--- config.mk ---
export PLATFORM = sky130hd
export DESIGN_NAME = pipeline_stall_controller_flat
export DESIGN_NICKNAME = d
export VERILOG_FILES = /design/src/rtl/pipeline_stall_controller_pkg.sv /design/src/rtl/pipeline_stall_controller_if.sv /design/src/rtl/pipeline_stall_controller_mdu_occupancy_counter.sv /design/src/rtl/pipeline_stall_controller.sv /design/src/flat_wrapper.sv
export SDC_FILE = /design/constraint.sdc
export NUM_CORES = 1
export LEC_CHECK = 0
export BUFFER_PORTS_ARGS = -buffer_cell sky130_fd_sc_hd__buf_2
export CAP_MARGIN = 20
export CORE_MARGIN = 8
export CORE_UTILIZATION = 53
export CTS_CLUSTER_DIAMETER = 30
export DETAILED_ROUTE_END_ITERATION = 16
export GPL_TIMING_DRIVEN = 0
export HOLD_SLACK_MARGIN = 0.12
export PLACE_DENSITY = 0.76
export REMOVE_ABC_BUFFERS = 1
export SLEW_MARGIN = 25
export SYNTH_ARGS = -nofsm -noshare
export SYNTH_HDL_FRONTEND = slang
export SYNTH_HIERARCHICAL = 1
export SYNTH_SLANG_ARGS = --single-unit
--- constraint.sdc ---
create_clock -name clk -period 1.9 [get_ports clk]
set_clock_uncertainty 0.05 [all_clocks]
set_input_delay 0.19 -clock clk [delete_from_list [all_inputs] [get_ports clk]]
set_output_delay 0.19 -clock clk [all_outputs]
set_load 0.005 [all_outputs]
--- src/rtl/pipeline_stall_controller_pkg.sv ---
// Shared types and defaults for the pipeline stall controller.
// Holds the FSM state enum, default MDU/memory timing constants and a width helper.
package pipeline_stall_controller_pkg;

  typedef enum logic [0:0] {
    RUN      = 1'b0,
    MDU_BUSY = 1'b1
  } state_t;

  localparam int DEF_MDU_LATENCY = 4;
  localparam int DEF_MEM_TIMEOUT = 255;

  // Bits needed to hold values 0..max_val, never less than one.
  function automatic int cnt_width(input int max_val);
    return (max_val > 1) ? $clog2(max_val + 1) : 1;
  endfunction

endpackage

--- src/rtl/pipeline_stall_controller_if.sv ---
// Hazard inputs and pipeline-control outputs of the stall controller.
// The master side is the hazard/datapath logic; the slave side is the controller.
interface pipeline_stall_controller_if;

  logic load_use_hazard;
  logic mdu_start;
  logic branch_taken;
  logic mem_wait;
  logic PC_write;
  logic IF_ID_write;
  logic ID_EX_bubble;
  logic IF_ID_flush;
  logic pipe_freeze;
  logic mdu_busy;
  logic mem_timeout;

  modport master (
    output load_use_hazard, mdu_start, branch_taken, mem_wait,
    input  PC_write, IF_ID_write, ID_EX_bubble, IF_ID_flush,
    input  pipe_freeze, mdu_busy, mem_timeout
  );

  modport slave (
    input  load_use_hazard, mdu_start, branch_taken, mem_wait,
    output PC_write, IF_ID_write, ID_EX_bubble, IF_ID_flush,
    output pipe_freeze, mdu_busy, mem_timeout
  );

endinterface

--- src/rtl/pipeline_stall_controller_mdu_occupancy_counter.sv ---
// Down-counter tracking remaining multiply/divide occupancy cycles.
// zero flags that the current decrement brings the count to zero.
module mdu_occupancy_counter #(
  parameter int W = 2
) (
  input  logic         clk,
  input  logic         reset_n,
  input  logic         load,
  input  logic [W-1:0] load_value,
  input  logic         dec,
  output logic         zero
);

  logic [W-1:0] count_q;
  logic [W-1:0] count_d;

  always_comb begin
    count_d = count_q;
    if (load) begin
      count_d = load_value;
    end else if (dec && (count_q != '0)) begin
      count_d = count_q - 1'b1;
    end
  end

  assign zero = dec && !load && (count_d == '0);

  always_ff @(posedge clk or negedge reset_n) begin
    if (!reset_n) begin
      count_q <= '0;
    end else begin
      count_q <= count_d;
    end
  end

endmodule

--- src/rtl/pipeline_stall_controller.sv ---
// Five-stage pipeline stall/flush/freeze controller with MDU occupancy and memory timeout.
// Define STALL_PERF_COUNTER_EN to add the 32-bit stall_cycles performance counter.
module pipeline_stall_controller
  import pipeline_stall_controller_pkg::*;
#(
  parameter int MDU_LATENCY = DEF_MDU_LATENCY,
  parameter int MEM_TIMEOUT = DEF_MEM_TIMEOUT
) (
  input  logic                          clk,
  input  logic                          reset_n,
  pipeline_stall_controller_if.slave    bus
`ifdef STALL_PERF_COUNTER_EN
  ,
  output logic [31:0]                   stall_cycles
`endif
);

  localparam int CNT_W  = cnt_width(MDU_LATENCY - 1);
  localparam int WAIT_W = cnt_width(MEM_TIMEOUT);
  localparam logic [CNT_W-1:0]  MDU_LOAD    = CNT_W'(MDU_LATENCY - 1);
  localparam logic [WAIT_W-1:0] TIMEOUT_VAL = WAIT_W'(MEM_TIMEOUT);

  state_t              state_q;
  state_t              state_d;
  logic                mdu_load;
  logic                mdu_dec;
  logic                mdu_zero;
  logic [WAIT_W-1:0]   wait_cnt_q;
  logic [WAIT_W-1:0]   wait_cnt_d;
  logic                timeout_q;
  logic                timeout_d;

  function automatic logic [WAIT_W-1:0] sat_inc(input logic [WAIT_W-1:0] v);
    return (&v) ? v : v + 1'b1;
  endfunction

  mdu_occupancy_counter #(
    .W (CNT_W)
  ) u_mdu_cnt (
    .clk        (clk),
    .reset_n    (reset_n),
    .load       (mdu_load),
    .load_value (MDU_LOAD),
    .dec        (mdu_dec),
    .zero       (mdu_zero)
  );

  // Priority: mem_wait > branch_taken > MDU_BUSY > load_use_hazard > mdu_start
  always_comb begin
    state_d          = state_q;
    mdu_load         = 1'b0;
    mdu_dec          = (state_q == MDU_BUSY);
    bus.PC_write     = 1'b1;
    bus.IF_ID_write  = 1'b1;
    bus.ID_EX_bubble = 1'b0;
    bus.IF_ID_flush  = 1'b0;
    bus.pipe_freeze  = 1'b0;
    if (bus.mem_wait) begin
      bus.pipe_freeze  = 1'b1;
      bus.PC_write     = 1'b0;
      bus.IF_ID_write  = 1'b0;
    end else if (bus.branch_taken) begin
      bus.IF_ID_flush  = 1'b1;
      bus.ID_EX_bubble = 1'b1;
    end else if (state_q == MDU_BUSY) begin
      bus.PC_write     = 1'b0;
      bus.IF_ID_write  = 1'b0;
      bus.ID_EX_bubble = 1'b1;
    end else if (bus.load_use_hazard) begin
      bus.PC_write     = 1'b0;
      bus.IF_ID_write  = 1'b0;
      bus.ID_EX_bubble = 1'b1;
    end else if (bus.mdu_start) begin
      state_d  = MDU_BUSY;
      mdu_load = 1'b1;
    end
    // Occupancy runs out regardless of freezes or flushes.
    if ((state_q == MDU_BUSY) && mdu_zero) begin
      state_d = RUN;
    end
  end

  assign bus.mdu_busy = (state_q == MDU_BUSY);

  // Wait count includes the current cycle so the flag rises on the N-th wait cycle.
  assign wait_cnt_d      = bus.mem_wait ? sat_inc(wait_cnt_q) : '0;
  assign timeout_d       = timeout_q | (bus.mem_wait && (wait_cnt_d >= TIMEOUT_VAL));
  assign bus.mem_timeout = timeout_d;

  always_ff @(posedge clk or negedge reset_n) begin
    if (!reset_n) begin
      state_q    <= RUN;
      wait_cnt_q <= '0;
      timeout_q  <= 1'b0;
    end else begin
      state_q    <= state_d;
      wait_cnt_q <= wait_cnt_d;
      timeout_q  <= timeout_d;
    end
  end

`ifdef STALL_PERF_COUNTER_EN
  logic [31:0] stall_cnt_q;

  always_ff @(posedge clk or negedge reset_n) begin
    if (!reset_n) begin
      stall_cnt_q <= '0;
    end else if (!bus.PC_write && !(&stall_cnt_q)) begin
      stall_cnt_q <= stall_cnt_q + 32'd1;
    end
  end

  assign stall_cycles = stall_cnt_q;
`endif

endmodule

--- src/flat_wrapper.sv ---
// flat-port wrapper written by rule: the top's interface ports become plain ports
module pipeline_stall_controller_flat import pipeline_stall_controller_pkg::*;
#(
  parameter int MDU_LATENCY = DEF_MDU_LATENCY,
  parameter int MEM_TIMEOUT = DEF_MEM_TIMEOUT
)
  (clk, reset_n, bus_load_use_hazard, bus_mdu_start, bus_branch_taken, bus_mem_wait, bus_PC_write, bus_IF_ID_write, bus_ID_EX_bubble, bus_IF_ID_flush, bus_pipe_freeze, bus_mdu_busy, bus_mem_timeout);
  pipeline_stall_controller_if bus_i ();
  input  logic clk;
  input  logic reset_n;
  input wire logic [$bits(bus_i.load_use_hazard)-1:0] bus_load_use_hazard;
  input wire logic [$bits(bus_i.mdu_start)-1:0] bus_mdu_start;
  input wire logic [$bits(bus_i.branch_taken)-1:0] bus_branch_taken;
  input wire logic [$bits(bus_i.mem_wait)-1:0] bus_mem_wait;
  output wire logic [$bits(bus_i.PC_write)-1:0] bus_PC_write;
  output wire logic [$bits(bus_i.IF_ID_write)-1:0] bus_IF_ID_write;
  output wire logic [$bits(bus_i.ID_EX_bubble)-1:0] bus_ID_EX_bubble;
  output wire logic [$bits(bus_i.IF_ID_flush)-1:0] bus_IF_ID_flush;
  output wire logic [$bits(bus_i.pipe_freeze)-1:0] bus_pipe_freeze;
  output wire logic [$bits(bus_i.mdu_busy)-1:0] bus_mdu_busy;
  output wire logic [$bits(bus_i.mem_timeout)-1:0] bus_mem_timeout;
  assign bus_i.load_use_hazard = bus_load_use_hazard;
  assign bus_i.mdu_start = bus_mdu_start;
  assign bus_i.branch_taken = bus_branch_taken;
  assign bus_i.mem_wait = bus_mem_wait;
  assign bus_PC_write = bus_i.PC_write;
  assign bus_IF_ID_write = bus_i.IF_ID_write;
  assign bus_ID_EX_bubble = bus_i.ID_EX_bubble;
  assign bus_IF_ID_flush = bus_i.IF_ID_flush;
  assign bus_pipe_freeze = bus_i.pipe_freeze;
  assign bus_mdu_busy = bus_i.mdu_busy;
  assign bus_mem_timeout = bus_i.mem_timeout;
  pipeline_stall_controller #(.MDU_LATENCY(MDU_LATENCY), .MEM_TIMEOUT(MEM_TIMEOUT)) u_core (.clk(clk), .reset_n(reset_n), .bus(bus_i));
endmodule
==> impl_metrics.py <==
metrics = {
    "clock_network": {
        "cts_max_level": 1,
        "cts_buffers": 3,
        "cts_tree": "done",
        "clk_pin_slew_ps": 80,
        "cts_max_path_buffers": 2,
        "clock_sinks": 12,
        "cts-root-buf": "clkbuf_4",
        "worst_skew_pair.late_latency_ps": 270,
    },
    "placement": {
        "dpl-instance-area_sq_um": 821,
        "portBuffers": 12,
        "gp_congestion": 0.817,
        "dpl_worst_slack_ps": -201,
        "dp_hpwl_um": 1110,
    },
    "power_and_ir_drop": {
        "power_density_mw_per_mm2": 831,
        "p_leak_nw": 0.412,
        "vdd_drop_max_mv": 0.637,
    },
    "global_routing": {
        "grt_pass1_vias": 627,
        "antenna_found_initial": 0,
        "grt_overflow": 0,
        "grt_usage_pct": 12.8,
        "grt_max_degree": 13,
        "grt_pass1_wl_um": 2810,
    },
    "timing": {
        "slew_violations": 0,
        "holdWs_ps": 198,
        "rsz0062_at_grt": "yes",
        "finalCritPeriodShare_pct": 115,
        "finalCriticalPeriod_ps": 2190,
        "hold_viol_final": 0,
        "max_freq_mhz": 457,
        "setup-violations-final": 1,
        "worst_slack_ps": -289,
    },
    "worst_setup_path": {
        "crit_fanout": 6,
        "slowest_delay_ps": 400,
        "required_ps": 1660,
        "end_kind": "output pin",
        "path_class": "reg -> out",
        "startpoint": "u_core/wait_cnt_q[1]",
        "critPathArrivalTime_ps": 1950,
        "worstSetupStartpointType": "register",
        "slowest_stage": "dfrtp_1",
        "worstPathCellList": "ha_2 -> and3_4 -> a311oi_2 -> o2111ai_2 -> o41ai_2 -> buf_2",
        "r2r-start": "u_core/bus.mdu_busy",
    },
    "finish": {
        "postLayoutCoreUtil_pct": 70.4,
        "n_antenna_cell": 0,
        "final_cell_area_sq_um": 927,
        "drive_gt1_share_pct": 34.0,
        "syn_to_final_growth_pct": 21.9,
        "layout_commonest_cell": "buf_2",
        "mostFrequentLayoutCells": "buf_2 (12), dfrtp_1 (11), nor2_1 (7), inv_1 (6), nand2_1 (5)",
        "nNetsFinal": 109,
    },
    "detailed_routing": {
        "drc_errors": 0,
        "wl_per_cell_um": 14.2,
        "first_iter_violations": 21,
        "viasPerCell": 5.96,
        "wl_met3_um": 107,
        "dr.max_layer_used": "met4",
        "drt_first_pass_iters": 5,
        "vias": 685,
        "finalWirelength_um": 1640,
        "antenna_left": 0,
        "wl_met1_um": 811,
        "wl_met2_um": 702,
    },
    "floorplanning": {
        "core_area_sq_mm": 0.00132,
        "num_rows": 13,
        "die_y_um": 53.9,
        "die_area_sq_mm": 0.00290,
        "start_util_pct": 57.7,
        "io_pins": 13,
        "fp.dieW_um": 53.9,
    },
    "logic_synthesis": {
        "yosys-top-cells-area": "dfrtp_1 (39%), nor2_1 (3.5%), a31oi_1 (3.3%)",
        "yosysTopAreaCell": "dfrtp_1",
        "yosysSeqAreaShare_pct": 39.5,
        "ys_async_sr_fraction_pct": 100,
        "yosys_warnings": 6,
        "synth_cell_types": 38,
        "synth_edf_count": 0,
        "syn_inst": 81,
        "synth.avg_cell_area_sq_um": 9.39,
        "synth_ff_type": "dfrtp_1",
        "ys_seq_elements": 12,
        "synthDominantCellAreaShare_pct": 39.5,
        "synth_area_sq_um": 761,
    },
    "worst_hold_path": {
        "min_from": "bus_load_use_hazard",
        "min_path_type": "in -> reg",
    },
    "job": {
        "maxCapViolations": 0,
    },
    "run_status": {
        "violations": "negative setup slack",
        "status": "finished with violations",
    },
}
-- state kept, by name (all words and copies together) (netlist names) --
| signal | count |
|---|---|
| u_core/bus.mdu_busy | 1 |
| u_core/u_mdu_cnt/count_q | 2 |
| u_core/timeout_q | 1 |
| u_core/wait_cnt_q | 8 |
-- final cells by class --
class / count / area [sq um]
Multi-Input combinational cell: 61 / 448
Fill cell: 103 / 390
Sequential cell: 12 / 302
Timing Repair Buffer: 17 / 100
Clock buffer: 4 / 36.3
Inverter: 6 / 22.5
Tap cell: 15 / 18.8
-- where the power goes --
| part | internal (W) | switching, W |
|---|---|---|
| clock | 0.000116 | 0.0000874 |
| sequential | 0.000292 | 0.0000393 |
| combinational | 0.000122 | 0.000113 |
-- timing repair --
action,4_1_cts,5_1_grt
setup endpoints to repair,2,1
endpoints found under the hold margin,12,0
buffers inserted,4,0
pin swaps,5,1
hold buffers,1,0
gates resized for setup,5,2
-- synth_stat cells, types with 2 or more instances --
| library cell | instances |
|---|---|
| dfrtp_1 | 12 |
| nor2_1 | 7 |
| inv_1 | 6 |
| nand2_1 | 5 |
| a31oi_1 | 4 |
| nor3_1 | 4 |
| a21oi_1 | 3 |
| buf_4 | 3 |
| a311oi_1 | 2 |
| ha_1 | 2 |
| nand2b_1 | 2 |
| nand3_1 | 2 |
| nand4_1 | 2 |
| o21ai_0 | 2 |
| or4b_1 | 2 |
-- worst paths after layout --
| check | slack [ps] | cells after the start | endpoint |
|---|---|---|---|
| worst max-delay path | -290 | 6 | bus_mem_timeout |
| worst min-delay path | 200 | 3 | u_core/bus.mdu_busy |
| worst max register to register | 230 | 4 | u_core/u_mdu_cnt/count_q[1] |
| worst min register to register | 400 | 2 | u_core/timeout_q |
| max in group asynchronous | 1290 | 2 | u_core/wait_cnt_q[4] |
| min in group asynchronous | 270 | 2 | u_core/wait_cnt_q[0] |
-- critical path, delay by kind of cell (launching register included) --
family,cells,cell delay [ps]
adder cells (fa/ha/maj),1,230
buffers and inverters,1,170
AND/OR/NAND/NOR,1,200
flip-flops,1,400
AO/OA/AOI/OAI,3,690
-- metrics by stage --
stage	TNS (ps)	instances	total power [W]
global route	-377	115	0.000823
detailed placement	-201	106	0.000559
CTS	-284	115	0.000773
finish	-289	115	0.000770
floorplan	0	79	0.000494
global placement	-179	106	0.000553
-- layer usage --
layer  vias up  track usage, %
li1        339               -
met1       314            17.7
met2        30            18.9
met3         2            2.75
met4         0            5.04
met5         -               0
-- cells by family after synthesis --
family	count (synthesis)	share of synthesized area [%]
buffers and inverters	9	5.92
other	1	0.493
AOI/OAI and AO/OA	19	19.7
DFF	12	39.5
xor gates and xnor gates	1	1.15
and+or+nand+nor	36	28.6
muxes	1	1.32
adders and majority gates	2	3.29
Note: power is estimated with default switching activity, not from simulation.
